### config.mk
export PLATFORM = sky130hd
export DESIGN_NAME = button_bounce_emulator
export DESIGN_NICKNAME = d
export VERILOG_FILES = /design/src/rtl/button_pkg.sv /design/src/rtl/button_lfsr8.sv /design/src/rtl/button_bounce_emulator.sv
export SDC_FILE = /design/constraint.sdc
export NUM_CORES = 1
export LEC_CHECK = 0
export ABC_AREA = 1
export CAP_MARGIN = 20
export CORE_ASPECT_RATIO = 1.4
export CORE_UTILIZATION = 52
export CTS_CLUSTER_SIZE = 40
export DETAILED_ROUTE_END_ITERATION = 10
export GPL_ROUTABILITY_DRIVEN = 1
export GPL_TIMING_DRIVEN = 0
export PLACE_DENSITY_LB_ADDON = 0.25
export SYNTH_ARGS = -nofsm -noshare
export SYNTH_HDL_FRONTEND = slang
export SYNTH_SLANG_ARGS = --single-unit
### constraint.sdc
create_clock -name clk -period 1.4 [get_ports clk]
set_clock_uncertainty 0.05 [all_clocks]
set_input_delay 0.42 -clock clk [delete_from_list [all_inputs] [get_ports clk]]
set_output_delay 0.42 -clock clk [all_outputs]
set_load 0.01 [all_outputs]
### src/rtl/button_pkg.sv
// Shared types and constants for the emulated raw push-button path:
// FSM encoding, bounce/settle timings, and the jitter LFSR definition.
package button_pkg;

  typedef enum logic [1:0] {
    ST_IDLE   = 2'd0,
    ST_BOUNCE = 2'd1,
    ST_SETTLE = 2'd2,
    ST_DONE   = 2'd3
  } state_e;

  // Also used as debounce thresholds by button_process_unit.
  localparam int unsigned HALF_HW    = 50000;
  localparam int unsigned HALF_SIM   = 5;
  localparam int unsigned SETTLE_HW  = 1000000;
  localparam int unsigned SETTLE_SIM = 100;

  // x^8 + x^6 + x^5 + x^4 + 1, right-shifting Galois form.
  localparam logic [7:0] LFSR_SEED = 8'hA5;
  localparam logic [7:0] LFSR_TAPS = 8'hB8;

  function automatic int unsigned max_u(input int unsigned a, input int unsigned b);
    return (a > b) ? a : b;
  endfunction

endpackage

### src/rtl/button_lfsr8.sv
// 8-bit Galois LFSR with advance enable; a nonzero seed keeps it out of
// the all-zero lock-up state.
module button_lfsr8
  import button_pkg::*;
#(
  parameter logic [7:0] SEED = LFSR_SEED,
  parameter logic [7:0] TAPS = LFSR_TAPS
) (
  input  logic       clk,
  input  logic       rst_n,
  input  logic       advance,
  output logic [7:0] value
);

  logic [7:0] lfsr_q, lfsr_d;

  always_comb begin
    lfsr_d = lfsr_q;
    if (advance) begin
      lfsr_d = {1'b0, lfsr_q[7:1]};
      if (lfsr_q[0]) lfsr_d = lfsr_d ^ TAPS;
    end
  end

  always_ff @(posedge clk or negedge rst_n) begin
    if (!rst_n) lfsr_q <= SEED;
    else        lfsr_q <= lfsr_d;
  end

  assign value = lfsr_q;

endmodule

### src/rtl/button_bounce_emulator.sv
// Mechanical push-button emulator: converts a clean level request into a
// registered, bouncing ButtonOut waveform followed by a settle period and done.
module button_bounce_emulator #(
  parameter int unsigned sim         = 1,
  parameter int unsigned N_BOUNCES   = 25,
  parameter int unsigned HALF_HW     = button_pkg::HALF_HW,
  parameter int unsigned HALF_SIM    = button_pkg::HALF_SIM,
  parameter int unsigned SETTLE_HW   = button_pkg::SETTLE_HW,
  parameter int unsigned SETTLE_SIM  = button_pkg::SETTLE_SIM,
  parameter int unsigned RANDOM      = 0,
  parameter logic [7:0]  JITTER_MASK = 8'h03,
  parameter logic        IDLE_LEVEL  = 1'b0
) (
  input  logic clk,
  input  logic reset,
  input  logic cmd_valid,
  input  logic cmd_level,
  output logic cmd_ready,
  output logic ButtonOut,
  output logic busy,
  output logic done
);
  import button_pkg::*;

  localparam int unsigned HALF       = (sim != 0) ? HALF_SIM : HALF_HW;
  localparam int unsigned SETTLE     = (sim != 0) ? SETTLE_SIM : SETTLE_HW;
  localparam int unsigned CNT_W      = $clog2(max_u(HALF + int'(JITTER_MASK), SETTLE) + 1);
  localparam int unsigned TOG_TOTAL  = 2 * N_BOUNCES;
  localparam int unsigned TOG_W      = max_u($clog2(TOG_TOTAL + 1), 1);
  localparam int unsigned TOG_LAST   = (TOG_TOTAL > 0) ? TOG_TOTAL - 1 : 0;
  localparam logic        USE_JITTER = (RANDOM != 0);

  state_e             state_q, state_d;
  logic [CNT_W-1:0]   cnt_q, cnt_d;
  logic [TOG_W-1:0]   tog_q, tog_d;
  logic               bo_q, bo_d;
  logic               lfsr_adv;
  logic [7:0]         lfsr_val;
  logic [CNT_W-1:0]   seg_load;
  logic [CNT_W-1:0]   settle_load;

  button_lfsr8 #(
    .SEED (LFSR_SEED),
    .TAPS (LFSR_TAPS)
  ) u_lfsr (
    .clk     (clk),
    .rst_n   (reset),
    .advance (lfsr_adv),
    .value   (lfsr_val)
  );

  // Counters are loaded with length-1 so the edge lands exactly 'length'
  // cycles after the previous one.
  always_comb begin
    seg_load = CNT_W'(HALF - 1);
    if (USE_JITTER) seg_load = seg_load + CNT_W'(lfsr_val & JITTER_MASK);
    settle_load = CNT_W'(SETTLE - 1);
  end

  always_comb begin
    state_d  = state_q;
    cnt_d    = cnt_q;
    tog_d    = tog_q;
    bo_d     = bo_q;
    lfsr_adv = 1'b0;
    case (state_q)
      ST_IDLE: begin
        if (cmd_valid) begin
          if (cmd_level == bo_q) begin
            state_d = ST_DONE;
          end else begin
            bo_d  = cmd_level;
            tog_d = '0;
            if (TOG_TOTAL == 0) begin
              state_d = ST_SETTLE;
              cnt_d   = settle_load;
            end else begin
              state_d  = ST_BOUNCE;
              cnt_d    = seg_load;
              lfsr_adv = USE_JITTER;
            end
          end
        end
      end
      ST_BOUNCE: begin
        if (cnt_q == '0) begin
          bo_d  = ~bo_q;
          tog_d = tog_q + TOG_W'(1);
          if (tog_q == TOG_W'(TOG_LAST)) begin
            state_d = ST_SETTLE;
            cnt_d   = settle_load;
          end else begin
            cnt_d    = seg_load;
            lfsr_adv = USE_JITTER;
          end
        end else begin
          cnt_d = cnt_q - CNT_W'(1);
        end
      end
      ST_SETTLE: begin
        if (cnt_q == '0) state_d = ST_DONE;
        else             cnt_d   = cnt_q - CNT_W'(1);
      end
      ST_DONE: begin
        state_d = ST_IDLE;
      end
      default: begin
        state_d = ST_IDLE;
      end
    endcase
  end

  always_ff @(posedge clk or negedge reset) begin
    if (!reset) begin
      state_q <= ST_IDLE;
      cnt_q   <= '0;
      tog_q   <= '0;
      bo_q    <= IDLE_LEVEL;
    end else begin
      state_q <= state_d;
      cnt_q   <= cnt_d;
      tog_q   <= tog_d;
      bo_q    <= bo_d;
    end
  end

  assign ButtonOut = bo_q;
  assign cmd_ready = (state_q == ST_IDLE);
  assign busy      = (state_q != ST_IDLE);
  assign done      = (state_q == ST_DONE);

endmodule

; ---- After elaboration in Yosys (flattened, before gate mapping)
; Cells that the tools add are included.
[classes]
muxes = 20
eq_ne = 11
n_reduce_logical = 8
bitwise = 1
addsub = 2
[op_table]
columns = cell, count
row1 = 2-to-1 mux 7 bit, 5
row2 = one-hot mux 7 bit (3 select lines), 1
row3 = 2-to-1 mux 6 bit, 3
row4 = != test 2 bit (second input constant), 6
row5 = one-hot mux 6 bit (2 select lines), 1
row6 = AND reduction 4 bit, 3
row7 = 2-to-1 mux 2 bit, 5
row8 = one-hot mux 2 bit (4 select lines), 1
row9 = logical NOT 7 bit, 1
row10 = subtractor 7 x 1 -> 7 bit (second input constant), 1
row11 = adder 6 x 1 -> 6 bit (second input constant), 1
row12 = == test 6 bit (second input constant), 1
row13 = == test 2 bit (second input constant), 2
row14 = nonzero test 2 bit, 2
row15 = 2-to-1 mux 1 bit, 3
row16 = nonzero test 3 bit, 1
row17 = == test 2 x 1 -> 1 bit (second input constant), 1
row18 = logical NOT 2 bit, 1
row19 = one-hot mux 1 bit (2 select lines), 1
row20 = == test 1 bit, 1
row21 = NOT 1 bit, 1
[totals]
ff_bits = 16
in_bits = 4
elab_cells = 46
output_inout_bits = 4

; ---- Logic depth before layout (Yosys ltp)
; Gate-level depths: netlist of run 1.
[logic_depth]
depth_word = 4
ltp_mapped = 11
mapped_depth_nobuf = 11

; ---- Worst setup path after synthesis of run 1
; OpenSTA, ideal clock, no wires.
[synth_timing]
kind = register to register
start = reg state_q[0]
end = reg tog_q[0]
stages_incl_launch_ff = 10
arrival_time_ns = 1.366
setup_time_ns = 0.118
synth_period_minus_slack_ns = 1.533
required_time_ns = 1.232
path_buffers = 1
setup_slack_ns = -0.133
cell_sequence = dfrtp_1 > inv_1 > ha_1 > nand3_2 > o21ai_1 > nor2_1 > nand2_2 > buf_6 > nand2_1 > o21ai_2
[synth_via]
elab_chain_len = 3
elab_cells_between_ends = 8
cone_classes = eq/ne: 4 / mux: 1 / reduce/logical: 3
[synth_rtl]
columns = element, line
row1 = start: declaration, button_bounce_emulator.sv:33  ; state_e state_q, state_d;
row2 = start signal: assignment, button_bounce_emulator.sv:120  ; state_q <= state_d;
row3 = logical NOT 2 bit (*), --
row4 = named net cmd_ready, button_bounce_emulator.sv:18  ; output logic cmd_ready,
row5 = != test 2 bit (no source line) or nonzero test 2 bit (tied branches), --
row6 = AND reduction 4 bit (no source line), --
row7 = end signal: assignment, button_bounce_emulator.sv:122  ; tog_q <= tog_d;
row8 = end: declaration, button_bounce_emulator.sv:35  ; logic [TOG_W-1:0] tog_q, tog_d;
; Mark *: on every way through the listed nets, which the timed path passes. The rest lies on a longest branch.
; A chain may end at the register's enable or synchronous reset.

; ---- Worst setup path in the final report of run 1
[layout_timing]
start = reg state_q[0]
end = reg tog_q[2]
[layout_via]
elab_chain_len = 3
elab_cells_between_ends = 8
cone_classes = eq/ne: 4 / mux: 1 / reduce/logical: 3
[layout_rtl]
columns = element, line
row1 = == test 2 x 1 -> 1 bit or logical NOT 2 bit (tied branches), button_bounce_emulator.sv:66  ; case (state_q)
row2 = != test 2 bit (no source line) or nonzero test 2 bit (tied branches), --
row3 = AND reduction 4 bit (no source line), --
; Parallel ways exist; a longest one is shown, timed or not.

==> summary.md, run 1 <==
| Metric | Value |
|---|---|
| Measured slew at the worst slew-check pin | `0.732 ns` |
| Async set or reset register ratio after synthesis | `100%` |
| Starting density of the core | `56.3%` |
| Gate power share | `~2.6%` |
| Leakage | `about 0.9 nW` |
| Crit Path Class | `reg -> reg` |
| Unique masters post-synth | `25` |
| Via density | `approximately 5.6` |
| DIE WIDTH | `43.5 µm` |
| Power per cell area | `about 460 nW/µm²` |
| # DRC | `2` |
| Initial drt markers | `37` |
| Placer Congestion | `around 0.9` |
| Max Slew Vio Count | `0` |
| Detailed Route WL | `approximately 3.4 mm` |
| Post-Synthesis Cells | `170` |
| Drt wl/cell | `between 15 and 20 µm` |
| Largest net degree at the start of global routing | `17` |
| Dpl hpwl | `1.90 mm` |
| Clock network fraction of design power | `between 40% and 50%` |
| CTS H-tree depth | `1` |
| Slew margin rel. | `51.0%` |
| EDFF count, synth | `0` |
| Most common cell after layout, fill and taps aside | `nand2_1` |
| # rows | `20` |
| Fillers | `135` |
| Antenna violations before repair | `0` |
| Seq/Total Area, Yosys | `31.9%` |
| Hold Buf Count CTS | `0` |
| Tot GR Track Use | `26.1%` |
| N_diodes | `0` |
| DRT met1 WL | `~1.3 mm` |
| Post-route setup slack | `-0.276 ns` |
| Met3 WL | `107 µm` |
| Tot Pwr | `0.808 mW` |
| Maximum vdd drop | `598 µV` |
| Achievable Freq | `0.596 GHz` |
| Switching share of power | `22.2%` |
| Crit-path max FO | `5` |
| Worst hold slack | `between 0.4 and 0.5 ns` |
| Die area | `2620 µm²` |
| DRT Pass-1 Iters | `8` |
| Longest Clk Path Bufs | `2` |
| Yosys reg bits | `16` |
| Total vias in the final route | `about 1,300` |
| Synthesized net count | `around 180` |
| Syn. warnings | `0` |
| Layout area overhead | `41.0%` |
| Synthesized area | `1250 µm²` |
| Worst Path Required | `1.55 ns` |
| GR Overflow Total | `0` |
| Outcome | `finished with violations` |
| TritonCTS clock tree | `yes` |
| Mean Syn Cell Area | `7.38 µm²` |
| CP arrival | `around 1.8 ns` |
| Port Buf Inserts | `7` |
| Root buffer cell | `clkbuf_4` |
| Final Hold Vio Count | `0` |
| Final min period | `1.68 ns` |
| Most frequent cells in the layout | `45 x nand2_1, 16 x dfrtp_1, 16 x buf_4` |
| Worst Setup End Kind | `flop` |
| Failing checks | `DRC, setup timing` |
| Global-route wire length before repair | `5.04 mm` |
| Worst setup SP type | `flop` |
| RSZ-0062 raised after global routing | `true` |
| Met2 wire length | `~1.9 mm` |
| Die H | `60.1 µm` |
| Core area | `2230 µm²` |
| Sequential power share | `57.2%` |
| Clock slew at reported path FFs | `0.10 ns` |
| Final setup viols | `19` |
| Antenna Nets Post-Route | `0` |
| Vias in the first global route | `1,187` |
| Leading register cell type out of synthesis | `dfrtp_1` |
| CTS sink cnt | `16` |
| Switching power | `0.179 mW` |
| TritonCTS Buffers | `3` |
| I/O pins | `8` |
| Hold Path Class | `reg -> reg` |
| Post-layout nets | `216` |
| Total of max-cap violations | `0` |
| Clk_lat worst skew | `0.30 ns` |
| Final period util | `120%` |
| Int Pwr | `between 0.6 and 0.7 mW` |
| Max layer used | `met4` |
| Share of layout cells above drive strength 1 | `between 40 and 50%` |
| Total Neg Setup Slack | `-4.39 ns` |
==> path summary, 6_finish.rpt <==
kind | from | slack [ns] | depth (start not counted) | end
hold / removal | cnt_q[1] | 0.46 | 2 | cnt_q[1]
max in group asynchronous | reset | 0.34 | 1 | cnt_q[1]
setup reg to reg | state_q[0] | -0.28 | 11 | tog_q[2]
hold reg to reg | cnt_q[1] | 0.46 | 2 | cnt_q[1]
setup / recovery | state_q[0] | -0.28 | 11 | tog_q[2]
min in group asynchronous | reset | 0.49 | 1 | cnt_q[4]
==> what timing repair did <==
item,in CTS,in global routing
setup endpoints to repair,20,19
buffers inserted,19,3
pin swaps,9,9
gates resized for setup,51,13
cloned,1,0
==> worst max-delay path: stages, from the launching register on <==
cell	delay (ns)
dfrtp_1	0.39
buf_6	0.12
inv_4	0.03
ha_4	0.16
buf_6	0.13
nand3_4	0.09
o21ai_4	0.08
nor2_4	0.15
nand2_4	0.11
buf_8	0.15
nand2_2	0.06
nand2_2	0.05
==> synth_stat cells, types with 2 or more instances <==
library cell / number / area [µm²]
a21oi_1: 3 / 15.0
nand2_2: 3 / 18.8
nand3_1: 15 / 75.1
o21bai_1: 2 / 15.0
nor2_2: 3 / 18.8
nand4_1: 3 / 18.8
dfrtp_1: 16 / 400
o21ai_0: 3 / 15.0
inv_2: 2 / 7.51
o21ai_1: 2 / 10.0
or2_2: 2 / 12.5
buf_6: 2 / 22.5
nand2_1: 52 / 195
nand3_2: 3 / 30.0
inv_1: 23 / 86.3
nor2_1: 10 / 37.5
o21ai_2: 4 / 35.0
ha_1: 8 / 100
xor2_1: 3 / 26.3
nor2_4: 6 / 67.6
==> stage by stage <==
stage | setup slack (ns) | utilization, % | cell area [µm²] | std cells
floorplan | -0.0353 | - | 1300 | 170
global route | -0.344 | 79.4 | 1770 | 225
CTS | -0.223 | 75.7 | 1690 | 222
global placement | -0.471 | 62.6 | 1400 | 199
detailed placement | -0.497 | 62.6 | 1400 | 199
finish | -0.276 | 79.4 | 1770 | 225
==> power groups by stage <==
stage | clock [mW] | combinational (mW) | sequential, mW
3_5_place_dp | 0 | 0.0215 | 0.471
5_1_grt | 0.341 | 0.0235 | 0.462
2_1_floorplan | 0 | 0.00193 | 0.471
3_3_place_gp | 0 | 0.0213 | 0.471
6_report | 0.325 | 0.0206 | 0.462
4_1_cts | 0.323 | 0.0214 | 0.462
==> logic make-up (layout without fill, tap and decap cells) <==
| kind of cell | count (synthesis) | after routing | synth area share, % |
|---|---|---|---|
| AO/OA/AOI/OAI | 14 | 14 | 7.18 |
| AND/OR/NAND/NOR | 102 | 102 | 41.6 |
| XOR/XNOR | 3 | 3 | 2.09 |
| flip-flops | 16 | 16 | 31.9 |
| buffers and inverters | 27 | 60 | 9.27 |
| adder cells (fa/ha/maj) | 8 | 8 | 7.98 |
==> metal layers <==
layer / vias up / global-route usage, %
li1: 598 / -
met2: 31 / 48.7
met5: - / 0
met4: 0 / 12.9
met1: 614 / 28.4
met3: 13 / 3.32
==> sequential cells by signal (all words and copies together) (netlist names) <==
register   cells
ButtonOut      1
cnt_q          7
state_q        2
tog_q          6
==> layout make-up <==
class	count	area, µm²	share of cell area (%)
well taps	22	27.5	1.56
plain buffers	1	15.0	0.849
flip-flops and latches	16	400	22.6
multi-input cells	127	910	51.4
inverters	25	103	5.80
repair buffers	30	278	15.7
clock buffers	4	36.3	2.05
(Power assumes the default switching activity.)
==> run 2: changes to the inputs <==
--- a/config.mk
+++ b/config.mk
@@ -8,12 +8,14 @@
 export ABC_AREA = 1
 export CAP_MARGIN = 20
 export CORE_ASPECT_RATIO = 1.4
-export CORE_UTILIZATION = 52
+export CORE_UTILIZATION = 58
+export CTS_BUF_LIST = sky130_fd_sc_hd__clkbuf_8 sky130_fd_sc_hd__clkbuf_16
 export CTS_CLUSTER_SIZE = 40
 export DETAILED_ROUTE_END_ITERATION = 10
 export GPL_ROUTABILITY_DRIVEN = 1
 export GPL_TIMING_DRIVEN = 0
 export PLACE_DENSITY_LB_ADDON = 0.25
+export SLEW_MARGIN = 20
 export SYNTH_ARGS = -nofsm -noshare
 export SYNTH_HDL_FRONTEND = slang
 export SYNTH_SLANG_ARGS = --single-unit
==> constraint.sdc (replaced) <==
create_clock -name clk -period 1.56 [get_ports clk]
set_clock_uncertainty 0.05 [all_clocks]
set_input_delay 0.468 -clock clk [delete_from_list [all_inputs] [get_ports clk]]
set_output_delay 0.468 -clock clk [all_outputs]
set_load 0.01 [all_outputs]
==> run 2 against run 1 <==
Compared with the run above:
- the run ends with setup timing left
- setup slack improved by 0.12 ns
- flip-flop and latch count is the same
- sequential power is 10% lower
- global-route usage increased by 7.1 points
- non-clock buffer count down 4
- clock power rose by 23%
- cell area rose by 0.64%
- first-iteration DRC count increased by 5.4%
- register-to-register slack gained 0.15 ns
- combinational power decreased by 4%
- critical endpoint is now busy
- largest power group unchanged
==> summary.md, run 2 (synthesis results as in run 1) <==
| Metric | Value |
|---|---|
| Outcome | `finished with violations` |
| Failing checks | `setup timing` |
| # DRC | `0 (-2)` |
| Crit Path Class | `reg -> out` |
| Crit-path max FO | `3 (-2)` |
| Measured slew at the worst slew-check pin | `0.790 ns (+0.0576 ns)` |
| N_diodes | `0 (unchanged)` |
| RSZ-0062 raised after global routing | `true` |
| FF-to-FF path depth | `10 (-1)` |
| Final period util | `110%` |
| TritonCTS clock tree | `yes` |
| Clock slew at reported path FFs | `0.07 ns (-0.03 ns)` |
| Most frequent cells in the layout | `43 x nand2_1, 17 x inv_1, 16 x dfrtp_1` |
| Worst Path Required | `1.04 ns (-0.51 ns)` |
| GR Overflow Total | `0 (unchanged)` |
| TritonCTS Buffers | `3 (unchanged)` |
| Tot GR Track Use | `33.2% (+7.1 points)` |
| Dpl hpwl | `1.90 mm (about the same)` |
| WP buf/inv | `4 (unchanged)` |
| Layout area overhead | `41.9%` |
| DRT Pass-1 Iters | `4 (-4)` |
| # rows | `19 (-5.0%)` |
| Worst hold path startpoint | `cnt_q[1]` |
| Die area | `2360 µm² (-10%)` |
| Starting density of the core | `62.8% (+6.5 points)` |
| Global-route wire length before repair | `5.32 mm (+5.6%)` |
| Hold Buf Count CTS | `0 (unchanged)` |
| Worst setup SP type | `flop` |
| Drt wl/cell | `19.3 µm (+29%)` |
| End of the worst hold path | `cnt_q[1]` |
| Largest net degree at the start of global routing | `17 (unchanged)` |
| CTS sink cnt | `16 (unchanged)` |
| Delay-heaviest family, CP | `flip-flops` |
| Max reg flops | `7 (unchanged)` |
| Placer Congestion | `0.847 (-6.3%)` |
| Crit-path slowest cell | `dfrtp_1` |
| Reg-to-reg slack, setup | `-0.13 ns (+0.15 ns)` |
| WHS Path Cells | `2 (unchanged)` |
| Hold Path Class | `reg -> reg` |
| Total of max-cap violations | `0 (unchanged)` |
| Maximum vdd drop | `544 µV (-9.1%)` |
| Post-layout nets | `212 (-1.9%)` |
| Detailed Route WL | `4.26 mm (+26%)` |
| Total vias in the final route | `1,336 (+6.4%)` |
| Clk_lat worst skew | `0.27 ns (-0.03 ns)` |
| Leakage | `0.887 nW (-0.96%)` |
| CTS H-tree depth | `1 (unchanged)` |
| Achievable Freq | `0.581 GHz` |
| Fillers | `94 (-30%)` |
| Worst Setup End Kind | `output port` |
| DIE WIDTH | `41.3 µm (-5.1%)` |
| Final core utilization | `89.2% (+9.7 points)` |
| Final min period | `1.72 ns` |
| Port Buf Inserts | `7 (unchanged)` |
| Final setup viols | `19 (unchanged)` |
| Post-route setup slack | `-0.161 ns (+0.115 ns)` |
| Die H | `57.0 µm (-5.1%)` |
| CP dominant cell by count | `buf_6` |
| Worst path max stage delay | `0.41 ns (+0.02 ns)` |
| Reg2reg end | `cnt_q[1]` |
| Via density | `6.07 (+8.8%)` |
| Power per cell area | `469 nW/µm² (+2.7%)` |
| Slew margin rel. | `47.2% (-3.9 points)` |
| Antenna violations before repair | `0 (unchanged)` |
| Final Hold Vio Count | `0 (unchanged)` |
| Core area | `2000 µm² (-10%)` |
| Worst hold slack | `0.469 ns (+0.00920 ns)` |
| Share of layout cells above drive strength 1 | `41.2% (-2.1 points)` |
| Max Slew Vio Count | `0 (unchanged)` |
| CP arrival | `1.20 ns (-0.62 ns)` |
| Root buffer cell | `clkbuf_8` |
| FF-to-FF Start | `state_q[1]` |
| Top Registers | `cnt_q x7, tog_q x6, state_q x2` |
| Longest Clk Path Bufs | `2 (unchanged)` |
| Vias in the first global route | `1,229 (+3.5%)` |
| Largest Register | `cnt_q` |
| Most common cell after layout, fill and taps aside | `nand2_1` |
| Critical Path, Cell by Cell | `buf_6 > inv_6 > ha_4 > inv_4 > buf_6` |
| Initial drt markers | `39 (+5.4%)` |
| Antenna Nets Post-Route | `0 (unchanged)` |
| I/O pins | `8 (unchanged)` |
-- run 2: cell types whose count changed in the layout (fill, tap and decap cells not counted), sizes merged --
cell / change
dlygate4sd2: +2
clkdlybuf4s50: -1
buf: -5
-- run 2: tightest hold or removal path, cell delays in order, from the launching register on --
cell	delay, ns
dfrtp_1	0.37
nand2_1	0.06
nand2_1	0.06
-- run 2: routing by layer --
layer	global-route usage (%)	wire length (µm)	vias up
met1	37.8	1440	661
li1	-	-	592
met5	0	0	-
met3	5.84	212	25
met4	22.1	237	0
met2	52.9	2360	58
-- run 2: area by class of cell --
| cell class | instances | area (µm²) | share of cell area (%) |
|---|---|---|---|
| Clock buffer | 4 | 55.1 | 3.09 |
| Tap cell | 21 | 26.3 | 1.48 |
| Inverter | 25 | 105 | 5.90 |
| Multi-Input combinational cell | 127 | 941 | 52.8 |
| Timing Repair Buffer | 25 | 230 | 12.9 |
| Sequential cell | 16 | 400 | 22.5 |
| Buffer | 2 | 22.5 | 1.26 |
-- run 2: through the flow --
stage | area, µm² | cells | TNS [ns] | setup slack, ns | power [mW]
floorplan | 1250 | 170 | 0 | 0.0269 | 0.424
global placement | 1350 | 198 | -4.45 | -0.357 | 0.441
detailed placement | 1350 | 198 | -4.97 | -0.384 | 0.442
CTS | 1600 | 216 | -0.686 | -0.0971 | 0.820
global route | 1780 | 220 | -2.49 | -0.167 | 0.845
finish | 1780 | 220 | -1.77 | -0.161 | 0.834
-- run 2: power breakdown --
| part | switching, mW | internal [mW] | leakage (nW) |
|---|---|---|---|
| clock | 0.175 | 0.225 | 0.0288 |
| combinational | 0.0135 | 0.00631 | 0.659 |
| sequential | 0 | 0.415 | 0.199 |
| total | 0.188 | 0.646 | 0.887 |
-- run 2: what timing repair did --
action                                  4_1_cts  5_1_grt
setup buffers                                13        5
resized for setup                            41       38
pin swaps                                     8       11
cloned                                        1        0
endpoints found under the setup margin       17       19
-- run 2: worst max path at each step --
stage	startpoint	endpoint	slack, ns	depth (start not counted)
after floorplan	state_q[0]	tog_q[0]	0.03	9
after global placement	cmd_level	tog_q[5]	-0.36	9
after detailed placement	cmd_level	tog_q[2]	-0.38	9
after CTS	state_q[1]	busy	-0.1	5
after global routing	state_q[1]	busy	-0.17	5
final	state_q[1]	busy	-0.16	5
